--- src/rtl/accel_fir_mc.sv ---
// rtl/accel_fir_mc.sv - multi-channel time-multiplexed FIR filter for accelerometer samples
// Optional FIR_SATURATE_EN: clamp rounded results instead of two's-complement wrap.
module accel_fir_mc #(
    parameter int CHANNELS   = 3,
    parameter int DATA_W     = 16,
    parameter int COEF_W     = 16,
    parameter int TAPS       = 8,
    parameter int FRAC       = 15,
    parameter int SAMPLE_DIV = 50000
) (
    input  logic                         clk_clk,
    input  logic                         reset_reset_n,
    input  logic                         in_valid,
    output logic                         in_ready,
    input  logic [CHANNELS*DATA_W-1:0]   in_data,
    input  logic                         coef_we,
    input  logic [$clog2(TAPS)-1:0]      coef_addr,
    input  logic [COEF_W-1:0]            coef_data,
    output logic                         out_valid,
    input  logic                         out_ready,
    output logic [CHANNELS*DATA_W-1:0]   out_data,
    output logic                         busy,
    output logic                         sample_tick
);

    localparam int ACC_W  = DATA_W + COEF_W + $clog2(TAPS);
    localparam int PROD_W = DATA_W + COEF_W;
    localparam int TAP_W  = $clog2(TAPS);
    localparam int CH_W   = (CHANNELS > 1) ? $clog2(CHANNELS) : 1;
    localparam int TICK_W = $clog2(SAMPLE_DIV);

    localparam logic [1:0] S_IDLE  = 2'd0;
    localparam logic [1:0] S_MAC   = 2'd1;
    localparam logic [1:0] S_ROUND = 2'd2;
    localparam logic [1:0] S_OUT   = 2'd3;

    localparam logic signed [COEF_W-1:0] COEF_INIT = COEF_W'((1 << FRAC) / TAPS);
    localparam logic signed [ACC_W:0]    RND       = (ACC_W + 1)'(1) << (FRAC - 1);
`ifdef FIR_SATURATE_EN
    localparam logic signed [ACC_W:0] SAT_MAX = {{(ACC_W + 1 - DATA_W){1'b0}}, 1'b0, {(DATA_W - 1){1'b1}}};
    localparam logic signed [ACC_W:0] SAT_MIN = {{(ACC_W + 1 - DATA_W){1'b1}}, 1'b1, {(DATA_W - 1){1'b0}}};
`endif

    logic [1:0]                state;
    logic [CH_W-1:0]           ch_idx;
    logic [TAP_W-1:0]          tap_idx;
    logic signed [DATA_W-1:0]  dline [CHANNELS][TAPS];
    logic signed [COEF_W-1:0]  coef  [TAPS];
    logic signed [ACC_W-1:0]   acc   [CHANNELS];
    logic [TICK_W-1:0]         tick_cnt;

    logic                      accept;
    logic                      last_tap;
    logic                      last_ch;
    logic signed [PROD_W-1:0]  x_ext;
    logic signed [PROD_W-1:0]  c_ext;
    logic signed [PROD_W-1:0]  prod;
    logic signed [ACC_W-1:0]   acc_base;
    logic signed [ACC_W-1:0]   acc_next;

    // Round half up, arithmetic shift, then either clamp or wrap to DATA_W.
    function automatic logic [DATA_W-1:0] round_scale(input logic signed [ACC_W-1:0] a);
`ifdef FIR_SATURATE_EN
        logic signed [ACC_W:0] s;
        s = ($signed({a[ACC_W-1], a}) + RND) >>> FRAC;
        if (s > SAT_MAX) begin
            s = SAT_MAX;
        end else if (s < SAT_MIN) begin
            s = SAT_MIN;
        end
        return s[DATA_W-1:0];
`else
        return DATA_W'(($signed({a[ACC_W-1], a}) + RND) >>> FRAC);
`endif
    endfunction

    assign in_ready    = (state == S_IDLE);
    assign busy        = (state != S_IDLE);
    assign out_valid   = (state == S_OUT);
    assign accept      = in_valid && (state == S_IDLE);
    assign last_tap    = (tap_idx == TAP_W'(TAPS - 1));
    assign last_ch     = (ch_idx == CH_W'(CHANNELS - 1));
    assign sample_tick = (tick_cnt == TICK_W'(SAMPLE_DIV - 1));

    assign x_ext    = PROD_W'(dline[ch_idx][tap_idx]);
    assign c_ext    = PROD_W'(coef[tap_idx]);
    assign prod     = x_ext * c_ext;
    // Tap 0 starts a fresh sum for the channel; no separate clear cycle needed.
    assign acc_base = (tap_idx == '0) ? '0 : acc[ch_idx];
    assign acc_next = acc_base + {{(ACC_W - PROD_W){prod[PROD_W-1]}}, prod};

    always_ff @(posedge clk_clk or negedge reset_reset_n) begin
        if (!reset_reset_n) begin
            state    <= S_IDLE;
            ch_idx   <= '0;
            tap_idx  <= '0;
            out_data <= '0;
            for (int c = 0; c < CHANNELS; c++) begin
                acc[c] <= '0;
            end
        end else begin
            case (state)
                S_IDLE: begin
                    if (in_valid) begin
                        state   <= S_MAC;
                        ch_idx  <= '0;
                        tap_idx <= '0;
                    end
                end
                S_MAC: begin
                    acc[ch_idx] <= acc_next;
                    if (last_tap) begin
                        tap_idx <= '0;
                        if (last_ch) begin
                            ch_idx <= '0;
                            state  <= S_ROUND;
                        end else begin
                            ch_idx <= ch_idx + CH_W'(1);
                        end
                    end else begin
                        tap_idx <= tap_idx + TAP_W'(1);
                    end
                end
                S_ROUND: begin
                    for (int c = 0; c < CHANNELS; c++) begin
                        out_data[c*DATA_W +: DATA_W] <= round_scale(acc[c]);
                    end
                    state <= S_OUT;
                end
                S_OUT: begin
                    if (out_ready) begin
                        state <= S_IDLE;
                    end
                end
                default: state <= S_IDLE;
            endcase
        end
    end

    // The oldest sample falls off the end of each line.
    always_ff @(posedge clk_clk or negedge reset_reset_n) begin
        if (!reset_reset_n) begin
            for (int c = 0; c < CHANNELS; c++) begin
                for (int t = 0; t < TAPS; t++) begin
                    dline[c][t] <= '0;
                end
            end
        end else if (accept) begin
            for (int c = 0; c < CHANNELS; c++) begin
                for (int t = TAPS - 1; t > 0; t--) begin
                    dline[c][t] <= dline[c][t-1];
                end
                dline[c][0] <= in_data[c*DATA_W +: DATA_W];
            end
        end
    end

    // Writes outside IDLE are dropped so the MAC never sees a coefficient change mid-vector.
    always_ff @(posedge clk_clk or negedge reset_reset_n) begin
        if (!reset_reset_n) begin
            for (int t = 0; t < TAPS; t++) begin
                coef[t] <= COEF_INIT;
            end
        end else if (coef_we && (state == S_IDLE)) begin
            coef[coef_addr] <= coef_data;
        end
    end

    always_ff @(posedge clk_clk or negedge reset_reset_n) begin
        if (!reset_reset_n) begin
            tick_cnt <= '0;
        end else if (sample_tick) begin
            tick_cnt <= '0;
        end else begin
            tick_cnt <= tick_cnt + TICK_W'(1);
        end
    end

endmodule

--- config.mk ---
export PLATFORM = sky130hd
export DESIGN_NAME = accel_fir_mc
export DESIGN_NICKNAME = d
export VERILOG_FILES = /design/src/rtl/accel_fir_mc.sv
export SDC_FILE = /design/constraint.sdc
export NUM_CORES = 2
export LEC_CHECK = 0
export ABC_AREA = 1
export ABC_CLOCK_PERIOD_IN_PS = 11900
export CORE_ASPECT_RATIO = 0.9
export CORE_MARGIN = 2
export CORE_UTILIZATION = 40
export CTS_BUF_LIST = sky130_fd_sc_hd__clkbuf_4 sky130_fd_sc_hd__clkbuf_8
export CTS_CLUSTER_SIZE = 24
export DETAILED_ROUTE_END_ITERATION = 10
export PLACE_DENSITY = 0.61
export SYNTH_ARGS = -nofsm -noshare
export SYNTH_HDL_FRONTEND = slang
export SYNTH_SLANG_ARGS = --single-unit
export TNS_END_PERCENT = 1
--- constraint.sdc ---
create_clock -name clk_clk -period 11.9 [get_ports clk_clk]
set_clock_uncertainty 0.1 [all_clocks]
set_input_delay 2.38 -clock clk_clk [delete_from_list [all_inputs] [get_ports clk_clk]]
set_output_delay 2.38 -clock clk_clk [all_outputs]
set_load 0.02 [all_outputs]
==> results.json <==
{
  "outcome": "finished clean",
  "drv_slew": 0,
  "avgViaCountPerCell": 5.184,
  "io_buffers": 123,
  "syn_avg_cell_area_um2": 8.290,
  "cts_hold_buf": 0,
  "grt_overflow": 0,
  "clock-root-buffer": "clkbuf_8",
  "path_max_fanout": 61,
  "drt_iter0_drc": 2837,
  "yosysWarnings": 0,
  "cts_tree": "done",
  "hold_path.class": "reg2reg",
  "dp_hpwl_mm": 80.80,
  "syn_nets": 5515,
  "worstHoldStart": "tick_cnt[0]",
  "hold_violations": 0,
  "synth_cell_types": 61,
  "finalNonFillerCells": 6571,
  "antenna_found_initial": 4,
  "nNetsFinal": 5556,
  "clk_latency_ps": 810,
  "dieArea_um2": 107600,
  "core_area_um2": 103800,
  "ant_nets": 0,
  "required_ps": 12480,
  "cts_resized": 0,
  "max_slew_margin_pct": 24.43,
  "cts.sinks": 676,
  "start_kind": "flip-flop",
  "grt_pass1_vias": 33670,
  "detail_route.wl_per_cell_um": 17.74,
  "synth_area_leaders": "dfrtp_1, fa_1, nand2_1, o21ai_0, inv_1",
  "worst-path-buf-inv": 9,
  "yosys.area.top_type": "dfrtp_1",
  "grt_max_degree": 255,
  "wirelength_mm": 116.6,
  "cp_data_arrival_time_ps": 10950,
  "rows": 112,
  "gp_congestion": 0.9325,
  "die_y_um": 311.4,
  "die_x_um": 345.5,
  "synthCells": 5065,
  "ff2ff_path_depth": 42,
  "synth_edf_count": 0,
  "firstDrtPassIters": 6,
  "min_to": "tick_cnt[0]",
  "io_pins": 124,
  "dp.cells": 6358,
  "r2r-end": "acc[100]",
  "cts_made_buffers": 114,
  "fin_crit_sh_pct": 87.17,
  "ys_seq_elements": 676,
  "tns_ps": 0,
  "critical_path.top_delay_family": "adder cells",
  "drive_above_1_share_pct": 7.401,
  "async_reset_ff_share_pct": 100.0,
  "start_util_pct": 40.44,
  "rsz0062_at_grt": "false",
  "min_path_cells": 1,
  "crit_type": "reg2reg",
  "cts_max_level": 3,
  "cpPeakStageDelay_ps": 770,
  "netlist_area_um2": 41990,
  "slowest_stage": "dfrtp_4",
  "end_kind": "flip-flop",
  "netlist.area_leader.share_pct": 39.81,
  "grt_first_pass_wirelength_mm": 187.2,
  "syn_to_final_growth_pct": 11.53,
  "rrSetupSlack_ps": 1530,
  "cts_buffer_depth": 3,
  "post-route-util_pct": 45.10,
  "rr_startpoint": "tap_idx[1]",
  "drc": 0,
  "grt_use_total_pct": 21.75,
  "clk_pin_slew_ps": 60,
  "synth-main-ff-cell": "dfrtp_1",
  "period_minus_slack_ps": 10370,
  "dr_total_vias": 34070,
  "worst_path_most_repeated_cell": "nand2_1",
  "yosysSeqAreaShare_pct": 40.31,
  "post-cts-setup-buffer-count": 0,
  "max_freq_ghz": 0.09640,
  "finalSetupViolations": 0,
  "worst-slew-pin-transition_ps": 1122,
  "drv_cap": 0
}
cells in the mapped netlist (45+ instances only):
cell,count
nor2_1,377
buf_2,59
nand3_1,179
a22oi_1,45
o22ai_1,90
a21oi_1,202
ha_1,121
nand2_1,1085
o21ai_0,630
fa_1,257
dfrtp_1,668
clkbuf_1,158
inv_1,748
xor2_1,58
placed cells by master (no fill, tap or decap), types with 122 or more instances in the layout:
cell / instances
dfrtp_1: 666
nand3_1: 179
nand2_1: 1084
inv_1: 748
nor2_1: 375
a21oi_1: 202
clkdlybuf4s50_1: 122
fa_1: 257
clkbuf_8: 142
o21ai_0: 630
flip-flops by register name (all words and copies together), names as in the netlist:
name      flops
dline       384
coef        128
acc          93
out_data     48
tick_cnt     16
tap_idx       3
ch_idx        2
state         2
per-layer routing:
layer	vias to the layer above	global-route usage, %	part of all wire (%)
li1	16320	-	-
met1	16520	31.35	47
met2	1020	33.14	44
met3	200	4.143	6.6
met4	4	6.659	2.6
met5	-	0	0.028
logic make-up after synthesis:
family                   after synthesis  share of synthesized area, %
AND/OR/NAND/NOR                     1753                         17.12
AO/OA/AOI/OAI                       1141                         15.15
buffers and inverters               1034                         9.783
flip-flops                           676                         40.31
adder cells (fa/ha/maj)              378                         15.86
XOR/XNOR                              76                         1.585
multiplexers                           7                        0.1877
worst reg2reg max path: cells and delay by family (launching register included):
family	cells	cell delay (ps)
AOI/OAI and AO/OA	8	1550
DFF	1	770
adders and majority gates	8	3750
and+or+nand+nor	16	1980
buffers and inverters	9	1900
xor gates and xnor gates	1	240
area by class of cell:
type / instances / area [um^2]
tap: 1368 / 1712
clock buffer: 189 / 2307
sequential: 676 / 16930
fill: 10240 / 57010
multi-input combinational: 3355 / 20970
clock inverter: 23 / 242.7
antenna: 1 / 2.502
timing repair buffer: 179 / 1719
inverter: 780 / 2940
how the worst max path moves through the flow:
stage | cells after the start | from | slack, ps | endpoint
global route | 42 | tap_idx[1] | 770 | acc[30]
CTS | 42 | tap_idx[1] | 1520 | acc[100]
detailed placement | 42 | tap_idx[1] | 1560 | acc[100]
finish | 42 | tap_idx[1] | 1530 | acc[100]
global placement | 42 | tap_idx[1] | 1530 | acc[30]
floorplan | 39 | tap_idx[0] | 3900 | acc[64]
metrics by stage:
stage | setup WS, ps | hold WS (ps) | instance area (um^2)
6_report | 1526 | 366.6 | 46830
5_1_grt | 767.0 | 381.1 | 46830
4_1_cts | 1521 | 369.4 | 46820
3_3_place_gp | 1532 | 354.7 | 44280
3_5_place_dp | 1560 | 360.2 | 44280
2_1_floorplan | 3901 | 332.9 | 41990
Power is left out: the tool's default activity adds up to more than one toggle a clock period on the data nets, which glitch-free logic cannot reach.
